--- src/rtl/score_keeper.sv ---
// score_keeper: goal counting, serve pause and game-over freeze for the pong
// game. Takes level goal flags from the ball-physics block and feeds the
// scores to game_fsm and the score display. A serve pause parks the ball
// after every goal and after each game start.
module score_keeper #(
    parameter int SCORE_W      = 4,   // width of each score output
    parameter int WIN_SCORE    = 9,   // winning score, must be < 2**SCORE_W
    parameter int SERVE_FRAMES = 60   // frame ticks of ball hold per serve, >= 1
) (
    input  logic               clk_i,
    input  logic               rst_i,
    input  logic               game_rst_i,
    input  logic               game_en_i,
    input  logic               frame_tick_i,
    input  logic               p_goal_i,
    input  logic               e_goal_i,
    output logic [SCORE_W-1:0] p_score_o,
    output logic [SCORE_W-1:0] e_score_o,
    output logic               ball_hold_o,
    output logic               serve_dir_o,
    output logic               point_o
);

    // The counter must hold 0..SERVE_FRAMES-1; one extra value of headroom
    // keeps the width sensible when SERVE_FRAMES is a power of two.
    localparam int CNT_W = (SERVE_FRAMES > 1) ? $clog2(SERVE_FRAMES + 1) : 1;

    localparam logic [SCORE_W-1:0] WIN_VAL    = SCORE_W'(WIN_SCORE);
    localparam logic [SCORE_W-1:0] SCORE_ONE  = SCORE_W'(1);
    localparam logic [CNT_W-1:0]   LAST_FRAME = CNT_W'(SERVE_FRAMES - 1);
    localparam logic [CNT_W-1:0]   CNT_ONE    = CNT_W'(1);

    typedef enum logic [1:0] {
        ST_IDLE,   // waiting for game_en_i, ball parked
        ST_SERVE,  // serve pause, counting frame ticks
        ST_PLAY,   // rally in progress, goals credited
        ST_OVER    // someone reached WIN_SCORE, scores frozen
    } state_t;

    state_t           state_q;
    logic [CNT_W-1:0] serve_cnt_q;
    logic             p_goal_q;
    logic             e_goal_q;

    logic             p_edge;
    logic             e_edge;
    logic [SCORE_W-1:0] p_inc;
    logic [SCORE_W-1:0] e_inc;
    logic             p_wins;
    logic             e_wins;

    // Delay the goal levels by one cycle so a long-held goal counts once.
    always_ff @(posedge clk_i) begin
        // NOTE: sequential state is assigned with <= so every register samples
        // the pre-edge values; blocking = here would create order-dependent
        // races between always_ff blocks.
        if (rst_i) begin
            p_goal_q <= 1'b0;
            e_goal_q <= 1'b0;
        end else begin
            p_goal_q <= p_goal_i;
            e_goal_q <= e_goal_i;
        end
    end

    // Rising-edge detection and the saturating next-score candidates.
    always_comb begin
        // NOTE: every signal gets a default at the top of always_comb so no
        // path leaves it unassigned and no latch is inferred.
        p_edge = 1'b0;
        e_edge = 1'b0;
        p_inc  = p_score_o;
        e_inc  = e_score_o;

        p_edge = p_goal_i & ~p_goal_q;
        e_edge = e_goal_i & ~e_goal_q;

        // Scores survive a game_en_i drop, so a re-armed game without
        // game_rst_i may already sit at WIN_SCORE: clamp instead of wrapping.
        if (p_score_o < WIN_VAL) begin
            p_inc = p_score_o + SCORE_ONE;
        end else begin
            p_inc = WIN_VAL;
        end

        if (e_score_o < WIN_VAL) begin
            e_inc = e_score_o + SCORE_ONE;
        end else begin
            e_inc = WIN_VAL;
        end
    end

    assign p_wins = (p_inc == WIN_VAL);
    assign e_wins = (e_inc == WIN_VAL);

    // Game state machine with registered scores, hold, serve direction and
    // point pulse. Priority: rst_i, game_rst_i, game_en_i low, then state.
    always_ff @(posedge clk_i) begin
        if (rst_i) begin
            state_q     <= ST_IDLE;
            serve_cnt_q <= '0;
            p_score_o   <= '0;
            e_score_o   <= '0;
            ball_hold_o <= 1'b1;
            serve_dir_o <= 1'b0;
            point_o     <= 1'b0;
        end else begin
            // point_o is a single-cycle pulse unless a credit reasserts it.
            point_o     <= 1'b0;
            // Hold follows the state one cycle late: it drops the cycle after
            // PLAY is entered and rises the cycle after a goal leaves PLAY.
            ball_hold_o <= (state_q != ST_PLAY);

            if (game_rst_i) begin
                state_q     <= ST_IDLE;
                serve_cnt_q <= '0;
                p_score_o   <= '0;
                e_score_o   <= '0;
                serve_dir_o <= 1'b0;
            end else if (!game_en_i) begin
                // Scores are kept so the display still shows the last game.
                state_q <= ST_IDLE;
            end else begin
                unique case (state_q)
                    ST_IDLE: begin
                        state_q     <= ST_SERVE;
                        serve_cnt_q <= '0;
                    end

                    ST_SERVE: begin
                        // Goal edges are deliberately ignored while serving.
                        if (frame_tick_i) begin
                            if (serve_cnt_q == LAST_FRAME) begin
                                state_q     <= ST_PLAY;
                                serve_cnt_q <= '0;
                            end else begin
                                serve_cnt_q <= serve_cnt_q + CNT_ONE;
                            end
                        end
                    end

                    ST_PLAY: begin
                        // Player goal wins a tie; a simultaneous enemy edge is
                        // dropped, not deferred.
                        if (p_edge) begin
                            p_score_o   <= p_inc;
                            point_o     <= 1'b1;
                            serve_dir_o <= 1'b1;
                            serve_cnt_q <= '0;
                            state_q     <= p_wins ? ST_OVER : ST_SERVE;
                        end else if (e_edge) begin
                            e_score_o   <= e_inc;
                            point_o     <= 1'b1;
                            serve_dir_o <= 1'b0;
                            serve_cnt_q <= '0;
                            state_q     <= e_wins ? ST_OVER : ST_SERVE;
                        end
                    end

                    ST_OVER: begin
                        // Frozen until game_en_i drops.
                        state_q <= ST_OVER;
                    end

                    default: begin
                        state_q <= ST_IDLE;
                    end
                endcase
            end
        end
    end

endmodule

--- config.mk ---
export PLATFORM = sky130hd
export DESIGN_NAME = score_keeper
export DESIGN_NICKNAME = d
export VERILOG_FILES = /design/src/rtl/score_keeper.sv
export SDC_FILE = /design/constraint.sdc
export NUM_CORES = 1
export LEC_CHECK = 0
export CORE_MARGIN = 10
export CORE_UTILIZATION = 56
export CTS_BUF_LIST = sky130_fd_sc_hd__clkbuf_16
export CTS_CLUSTER_DIAMETER = 80
export DETAILED_ROUTE_END_ITERATION = 6
export GPL_TIMING_DRIVEN = 0
export PLACE_DENSITY = 0.82
export SYNTH_ARGS = -nofsm -noshare
export SYNTH_HDL_FRONTEND = slang
export SYNTH_SLANG_ARGS = --single-unit
export TNS_END_PERCENT = 20
--- constraint.sdc ---
create_clock -name clk_i -period 3 [get_ports clk_i]
set_clock_uncertainty 0.05 [all_clocks]
set_input_delay 0.45 -clock clk_i [delete_from_list [all_inputs] [get_ports clk_i]]
set_output_delay 0.45 -clock clk_i [all_outputs]
set_load 0.005 [all_outputs]
After elaboration in Yosys (flattened, before gate mapping):

Index checks and enable logic that the tools add are counted.
W data, S select, Z words.

* add/subtract/negate cells: 3
* magnitude comparators: 2
* eq/ne operators: 10
* mux-type cells: 18
* bitwise logic cells: 7
* reductions and logical operators: 11

Operators with widths (number)
* $mux W6: 4
* $pmux W6 S3: 1
* $mux W2: 6
* $reduce_and A3 Y1: 3
* $add A4 B1 Y4 const B: 2
* $eq A4 B4 Y1 const B: 2
* $lt A4 B4 Y1 const B: 2
* $mux W4: 2
* $pmux W2 S4: 1
* $reduce_and A4 Y1: 2
* $add A6 B1 Y6 const B: 1
* $eq A6 B6 Y1 const B: 1
* $ne A2 B2 Y1 const B: 3
* $not A1 Y1: 5
* $eq A2 B2 Y1 const B: 2
* $mux W1: 4
* $reduce_or A4 Y1: 1
* $ne A3 B3 Y1 const B: 1
* $reduce_bool A3 Y1: 1
* $reduce_or A3 Y1: 1
* $and A1 B1 Y1: 2
* $eq A2 B1 Y1 const B: 1
* $logic_not A2 Y1: 1
* $reduce_bool A2 Y1: 1
* $reduce_or A2 Y1: 1

* bits in registers: 21
* input port bits: 7
* output and inout bits: 11

Longest topological paths before layout:

Gate-level depths: netlist of the first run.

* depth after elaboration: 7
* gate-level depth with buffers: 6
* depth with buffers taken out: 6

Worst setup path before layout of the first run:

No wires, ideal clock.

* path kind: register -> register
* from: register e_score_o[0]
* to: register state_q[1]
* library setup time: 0.125 ns
* arrival time: 1.505 ns
* required time: 2.825 ns
* path slack: 1.319 ns
* stages on the path, launching flop included: 7
* buffers on the path: 0
* clock period less this slack: 1.681 ns
* cells stage by stage: dfxtp_1 inv_1 ha_1 and3b_1 o221ai_1 a21oi_1 o41a_1

* word-level cells in the longest chain between the ends: 7
* elaborated cells on any way between the ends: 8

Ends and longest elaborated chain
* from (decl): RTL line 18 `output logic [SCORE_W-1:0] e_score_o,`
* from (signal assigned): RTL line 152 `e_score_o <= e_inc;`
* $add A4 B1 Y4 or $lt A4 B4 Y1 (tied branches): RTL line 87, 86
* $mux W4 (*): RTL line 86 `if (e_score_o < WIN_VAL) begin`
* $eq A4 B4 Y1 (*): RTL line 94 `assign e_wins = (e_inc == WIN_VAL);`
* $mux W2 (*): RTL line 156 `state_q <= e_wins ? ST_OVER : ST_SERVE;`
* $mux W2 (*): RTL line 151 `end else if (e_edge) begin`
* $mux W2 (*): RTL line 145 `if (p_edge) begin`
* $pmux W2 S4 (*): RTL line 124 `unique case (state_q)`
* to (signal assigned): RTL line 150 `state_q <= p_wins ? ST_OVER : ST_SERVE;`
* to (signal assigned): RTL line 156
* to (decl): RTL line 40 `state_t state_q;`

Every way passes the cells marked *; elsewhere a longest branch is shown, timed or not. The select of a mux whose other input is x is not followed.
A chain may end at the register's enable or synchronous reset.

Worst setup path in the final report of the first run:

* from: input port p_goal_i
* to: register serve_cnt_q[4]

* word-level cells in the longest chain between the ends: 3
* elaborated cells on any way between the ends: 5

Ends and longest elaborated chain
* from (decl): RTL line 15 `input logic p_goal_i,`
* $and A1 B1 Y1 (*): RTL line 75 `p_edge = p_goal_i & ~p_goal_q;`
* $ne A3 B3 Y1 (no line) or $mux W6 (tied branches)
* $reduce_and A4 Y1 (no line) or $pmux W6 S3 (tied branches)
* to (signal assigned): RTL line 137 `serve_cnt_q <= serve_cnt_q + CNT_ONE;`
* to (decl): RTL line 41 `logic [CNT_W-1:0] serve_cnt_q;`

Every way passes the cells marked *; elsewhere a longest branch is shown, timed or not.

==> flow_summary.json, run 1 <==
{
  "initial_core_util_pct": 59.0,
  "design.portCount": 18,
  "slew_violations": 0,
  "detailedPlacementHpwl_um": 2030,
  "grt_use_met2_pct": 21.7,
  "clkSlewWorstSetupHoldPaths_ns": 0.06,
  "synth_flop_cell": "sky130_fd_sc_hd__dfxtp_1",
  "antennaDiodeCount": 0,
  "initial_drc_count": 84,
  "worstReg2RegEnd": "state_q[1]$_SDFFE_PP0P_",
  "grt_setup_unrepaired": "no",
  "worstReg2RegStart": "e_score_o[0]$_SDFFE_PP0P_",
  "p_switching_uw": 124,
  "crit_path_cell_trace": "clkdlybuf4s50_1, nand2b_4, and4_4, buf_2, o31ai_2, a21oi_1",
  "route.detailed.drc": 0,
  "cts.htree.levels": 1,
  "post-synth-top-count-cell": "sky130_fd_sc_hd__dfxtp_1",
  "buffer_ports.inserted": 17,
  "internal_power_uw": 478,
  "tritoncts_num_sinks": 21,
  "grt.total_usage_pct": 13.0,
  "finalWeightedCongestion": 0.838,
  "synth_nets": 148,
  "drive_above_1_share_pct": 10.2,
  "synth_area_leader_cell": "sky130_fd_sc_hd__dfxtp_1",
  "cp_data_arrival_time_ns": 1.97,
  "worst-endpoint-required_ns": 3.08,
  "synth_top_cells_by_area": "sky130_fd_sc_hd__dfxtp_1 (36%), sky130_fd_sc_hd__a21oi_1 (7.3%), sky130_fd_sc_hd__ha_1 (5.3%)",
  "postRouteAntennaNets": 0,
  "total_power_uw": 602,
  "setup.worst_path.end_class": "flip-flop",
  "postSynth.asyncResetShare_pct": 0,
  "critical_path.endpoint": "serve_cnt_q[4]$_SDFFE_PP0P_",
  "power_density_nw_per_um2": 414,
  "worst_path_class_setup": "in2reg",
  "pre_cts_slack_ns": 0.846,
  "detail_route.wl_per_cell_um": 15.2,
  "netlist_instances": 136,
  "die_width_um": 65.7,
  "slack_of_the_worst_reg_to_reg_path_ns": 1.18,
  "grt_antenna_before_repair": 0,
  "post_dp_cell_area_um2": 1370,
  "cts-root-buf": "sky130_fd_sc_hd__clkbuf_16",
  "worstSetupStartpointType": "input port",
  "crit_path_top_delay_cell": "sky130_fd_sc_hd__clkdlybuf4s50_1",
  "design.final.nets": 170,
  "finalCritPeriodShare_pct": 63.1,
  "core_area_um2": 1980,
  "setup_ws_post_layout_ns": 1.11,
  "synth.cell_area_um2": 1170,
  "number_of_vias_after_detailed_routing": 1131,
  "comb_power_share_pct": 6.4,
  "synth_edf_count": 0,
  "fin_hold_ws_ns": 0.447,
  "cts-resized-gates": 0,
  "ir_drop_uv": 374,
  "postRouteWirelength_um": 2790,
  "synthesized_area_per_cell_um2": 8.60,
  "slew-limit-headroom_pct": 69.5,
  "cp_top_family": "buffers and inverters",
  "rows": 16,
  "worst-path-max-fanout": 10,
  "clock_insertion_delay_worst_skew_ns": 0.25,
  "most_utilized_layer_in_the_global_route_result": "met2",
  "ff2ff_path_depth": 6,
  "finalHoldViolCount": 0,
  "pwr-share-seq_pct": 47.0,
  "cts_setup_buffers": 0,
  "grt_start_max_net_pins": 13,
  "first_pass_grt_wire_length_um": 4560,
  "drv_cap": 0,
  "status": "finished, final reports clean",
  "grt-ovfl-total": 0,
  "synth_top_area_share_pct": 35.9,
  "power_frac_clock_pct": 46.6,
  "slowest_delay_ns": 0.54,
  "worst-slew-pin-transition_ns": 0.457,
  "power_leakage_nw": 0.514,
  "synth.distinct_cells": 46,
  "final-setup-viol-count": 0,
  "final_layout_setup_total_negative_slack_ns": 0,
  "die_height_um": 65.7,
  "dr.pass1.iters": 4,
  "synthToLayoutAreaGrowth_pct": 24.3,
  "floorplan.die_area_um2": 4320,
  "cts.path.max_buffers": 2,
  "clock_tree_from_tritoncts": "built",
  "cp_num_cells": 6,
  "cp_num_buf_inv": 2,
  "globalRouteMet1Util_pct": 14.6,
  "holdCritPathClass": "reg2reg",
  "synth-seq-cells": 21,
  "vias_per_cell": 6.15,
  "via_count_of_the_first_global_routing_pass": 1043,
  "synth_top_cells_by_count": "sky130_fd_sc_hd__dfxtp_1 (21), sky130_fd_sc_hd__a21oi_1 (17), sky130_fd_sc_hd__inv_1 (10)",
  "cts-buffers-inserted": 3,
  "power_switching_share_pct": 20.7,
  "globalRouteMet3Util_pct": 3.56,
  "cts_hold_buffers": 0,
  "fin_area_um2": 1450,
  "crit_start": "p_goal_i",
  "layout_min_cycle_time_ns": 1.89,
  "fmax_ghz": 0.529,
  "synth_sequential_area_ratio_pct": 35.9,
  "synthesis.yosys.warnings": 0
}
## cell families (layout without fill, tap and decap cells)
group / after synthesis / count (layout) / synth area share (%)
buf+inv: 13 / 34 / 4.92
compound gates: 41 / 41 / 23.3
flops: 21 / 21 / 35.9
fa+ha+maj: 5 / 5 / 5.35
mux: 1 / 1 / 0.856
simple gates: 55 / 55 / 29.6
## cell usage in the layout (no fill, tap or decap), drive strengths merged, types with 2 or more instances in the layout
master	instances
dfxtp	21
and4	2
ha	5
nor2b	7
clkdlybuf4s50	17
a211oi	2
buf	2
clkbuf	4
o31ai	5
inv	10
o21a	2
and2	2
nor3	5
nand2b	5
nor2	10
o21ai	5
nand2	3
nand3	6
a21boi	2
nand3b	2
nor4	3
or4	3
a21oi	17
nand4	2
## area by class of cell
class                      count  area [um2]
fill                         143         528
timing repair buffer          17         170
tap                           27        33.8
buffer                         3        20.0
inverter                      10        37.5
clock buffer                   3        75.1
clock inverter                 1        5.00
sequential                    21         420
multi-input combinational    102         692
## per-stage QoR
step	std cells	utilization, %
3_5_place_dp	180	69.3
4_1_cts	184	73.4
3_3_place_gp	180	69.3
2_1_floorplan	136	-
6_report	184	73.4
5_1_grt	184	73.4
## how the worst min path moves through the flow
stage / from / to / depth (start not counted)
3_3_place_gp: serve_dir_o$_SDFFE_PP0P_ / serve_dir_o$_SDFFE_PP0P_ / 2
5_1_grt: serve_cnt_q[1]$_SDFFE_PP0P_ / serve_cnt_q[1]$_SDFFE_PP0P_ / 2
3_5_place_dp: serve_cnt_q[1]$_SDFFE_PP0P_ / serve_cnt_q[1]$_SDFFE_PP0P_ / 2
2_1_floorplan: state_q[1]$_SDFFE_PP0P_ / ball_hold_o$_SDFF_PP1_ / 1
4_1_cts: serve_cnt_q[1]$_SDFFE_PP0P_ / serve_cnt_q[1]$_SDFFE_PP0P_ / 2
6_report: serve_cnt_q[1]$_SDFFE_PP0P_ / serve_cnt_q[1]$_SDFFE_PP0P_ / 2
## routing by layer
layer / routed length (um) / share of wire, %
met5: 0 / 0
met2: 1330 / 48
met1: 1140 / 41
met4: 76 / 2.7
met3: 249 / 8.9
## sequential cells by signal, summed over array words and instances (netlist names)
name	cells
state_q	2
e_score_o	4
ball_hold_o	1
e_goal_q	1
serve_cnt_q	6
point_o	1
serve_dir_o	1
p_score_o	4
p_goal_q	1
## worst reg2reg max path, cell delays in order (launching register included)
cell and delay [ns]:
sky130_fd_sc_hd__dfxtp_1 0.46, sky130_fd_sc_hd__inv_1 0.08, sky130_fd_sc_hd__ha_1 0.31, sky130_fd_sc_hd__and3b_1 0.18, sky130_fd_sc_hd__o221ai_1 0.17, sky130_fd_sc_hd__a21oi_1 0.08
sky130_fd_sc_hd__o41a_1 0.37
## power by group through the flow
stage,registers (mW),logic [mW],clock network [mW]
after floorplan,0.289,0.0219,0
after global placement,0.289,0.0371,0
after global routing,0.283,0.0428,0.296
after detailed placement,0.289,0.0376,0
after CTS,0.283,0.0390,0.287
final,0.283,0.0388,0.280
No activity file was read; power rests on OpenSTA's default activity.
==> run 2, diff against run 1 <==
Settings changed: CORE_UTILIZATION 56 to 47, PLACE_DENSITY 0.82 to 0.74.
Clock period 3 ns to 1.7 ns, I/O delays scaled along.
==> flow_summary.json, run 2 (synthesized netlist as in run 1, its figures left out) <==
{
  "status": "finished, final reports clean",
  "slew-limit-headroom_pct": 67.6,
  "worstSetupStartpointType": "flip-flop",
  "cts-buffers-inserted": 3,
  "worstReg2RegStart": "e_score_o[1]$_SDFFE_PP0P_",
  "floorplan.die_area_um2": 4880,
  "via_count_of_the_first_global_routing_pass": 1093,
  "crit_start": "e_score_o[1]$_SDFFE_PP0P_",
  "worst-slew-pin-transition_ns": 0.486,
  "grt-ovfl-total": 0,
  "ff2ff_path_depth": 6,
  "n_fill_cell": 223,
  "most_utilized_layer_in_the_global_route_result": "met2",
  "die_height_um": 69.9,
  "clock_tree_from_tritoncts": "built",
  "ir_drop_uv": 476,
  "final-setup-viol-count": 0,
  "worst-endpoint-required_ns": 1.79,
  "antennaDiodeCount": 0,
  "clkSlewWorstSetupHoldPaths_ns": 0.06,
  "initial_drc_count": 76,
  "fin_util_pct": 61.8,
  "postRouteAntennaNets": 0,
  "hold_depth": 2,
  "detailedPlacementHpwl_um": 2070,
  "crit_path_top_delay_cell": "sky130_fd_sc_hd__dfxtp_4",
  "drive_above_1_share_pct": 13.3,
  "finalHoldViolCount": 0,
  "clock_insertion_delay_worst_skew_ns": 0.25,
  "tritoncts_num_sinks": 21,
  "holdCritPathClass": "in2reg",
  "design.final.nets": 171,
  "design.portCount": 18,
  "power_density_nw_per_um2": 708,
  "most_frequent_standard_cell_in_the_layout_excluding_fill_and_tap_cells": "sky130_fd_sc_hd__dfxtp_1",
  "finalWeightedCongestion": 0.838,
  "grt_start_max_net_pins": 13,
  "cp_num_buf_inv": 1,
  "rows": 18,
  "number_of_vias_after_detailed_routing": 1099,
  "grt.total_usage_pct": 12.0,
  "initial_core_util_pct": 48.1,
  "detail_route.wl_per_cell_um": 15.5,
  "cts.path.max_buffers": 2,
  "pre_cts_slack_ns": -0.269,
  "mostFrequentLayoutCells": "sky130_fd_sc_hd__dfxtp_1 (19), sky130_fd_sc_hd__a21oi_1 (17), sky130_fd_sc_hd__clkdlybuf4s50_1 (16)",
  "buffer_ports.inserted": 17,
  "cts-root-buf": "sky130_fd_sc_hd__clkbuf_16",
  "slack_of_the_worst_reg_to_reg_path_ns": 0.05,
  "worst_path_class_setup": "reg2reg",
  "largest_register_ffs": 6,
  "reg.largest.list": "serve_cnt_q x6, e_score_o x4, p_score_o x4",
  "crit_path_cell_trace": "inv_1, ha_4, and3b_1, o221ai_2, a21oi_1, o41a_1",
  "fin_area_um2": 1500,
  "first_pass_grt_wire_length_um": 5060,
  "globalRouteMet3Util_pct": 2.97,
  "vias_per_cell": 5.85,
  "cts.htree.levels": 1,
  "route.detailed.drc": 0,
  "setup_ws_post_layout_ns": 0.0501,
  "largest-register": "serve_cnt_q",
  "cp_top_family": "compound AO/OA/AOI/OAI gates",
  "post_dp_cell_area_um2": 1380,
  "timing.hold.worst_endpoint": "p_goal_q$_SDFF_PP0_",
  "die_width_um": 69.9,
  "setup.worst_path.end_class": "flip-flop",
  "fmax_ghz": 0.606,
  "synthToLayoutAreaGrowth_pct": 28.4,
  "worst-path-max-fanout": 6,
  "finalCritPeriodShare_pct": 97.1,
  "dr.pass1.iters": 4,
  "cp_data_arrival_time_ns": 1.74,
  "power_leakage_nw": 0.533,
  "grt_antenna_before_repair": 0,
  "slew_violations": 0,
  "hold_path.startpoint": "p_goal_i",
  "grt_use_met2_pct": 20.9,
  "drv_cap": 0,
  "final_layout_setup_total_negative_slack_ns": 0,
  "core_area_um2": 2430,
  "globalRouteMet1Util_pct": 13.6,
  "fin_hold_ws_ns": 0.284,
  "slowest_delay_ns": 0.37,
  "worstReg2RegEnd": "state_q[1]$_SDFFE_PP0P_",
  "postRouteWirelength_um": 2910,
  "layout_min_cycle_time_ns": 1.65
}
[run 2: cell count changes in the layout (fill, tap and decap cells not counted), sizes merged]
| cell | delta |
|---|---|
| clkdlybuf4s50 | -1 |
| dlymetal6s2s | +1 |
| buf | +1 |
[run 2: per-layer routing]
metal	up-vias	wire length (um)
met3	4	99
met1	533	1320
met5	-	0
met2	10	1450
met4	0	42
li1	552	-
[run 2: layout make-up]
type	instances	area [um2]	share of cell area [%]
Tap cell	30	37.5	2.50
Inverter	10	37.5	2.50
Sequential cell	21	428	28.5
Timing Repair Buffer	18	180	12.0
Clock buffer	3	75.1	5.00
Multi-Input combinational cell	102	719	47.9
Clock inverter	1	5.00	0.333
Buffer	3	20.0	1.33
[run 2: timing repair]
item                                    in CTS  in global routing
endpoints found under the setup margin       2                  5
gates cloned                                 0                  0
gates resized for setup                      5                  3
buffers inserted                             0                  1
hold buffers                                 0                  0
[run 2: power by group]
group | total [mW] | switching, mW | internal (mW)
registers | 0.497 | 0.00325 | 0.493
clock network | 0.497 | 0.181 | 0.316
logic | 0.0694 | 0.0383 | 0.0312
[run 2: worst register-to-register path, cell delays in order (launching register included)]
cell and delay, ns:
sky130_fd_sc_hd__dfxtp_4 0.37, sky130_fd_sc_hd__inv_1 0.07, sky130_fd_sc_hd__ha_4 0.27, sky130_fd_sc_hd__and3b_1 0.18
sky130_fd_sc_hd__o221ai_2 0.16, sky130_fd_sc_hd__a21oi_1 0.08, sky130_fd_sc_hd__o41a_1 0.36
[run 2: worst max path at each step]
stage | end | depth (start not counted) | slack [ns]
floorplan | state_q[1]$_SDFFE_PP0P_ | 6 | 0.02
CTS | state_q[1]$_SDFFE_PP0P_ | 6 | 0.02
global route | state_q[1]$_SDFFE_PP0P_ | 6 | -0.008
finish | state_q[1]$_SDFFE_PP0P_ | 6 | 0.05
detailed placement | serve_cnt_q[4]$_SDFFE_PP0P_ | 6 | -0.27
global placement | serve_cnt_q[3]$_SDFFE_PP0P_ | 6 | -0.23
[run 2: per-stage QoR]
stage | power, mW | cells
after floorplan | 0.548 | 136
after global routing | 1.10 | 188
after global placement | 0.575 | 183
after detailed placement | 0.577 | 183
final | 1.06 | 188
after CTS | 1.07 | 187
==> run 3, diff against run 2 <==
Settings changed: CAP_MARGIN set to 10.
==> results of run 3 <==
Same layout as run 2: the final DEF is identical, and so are final timing and power.
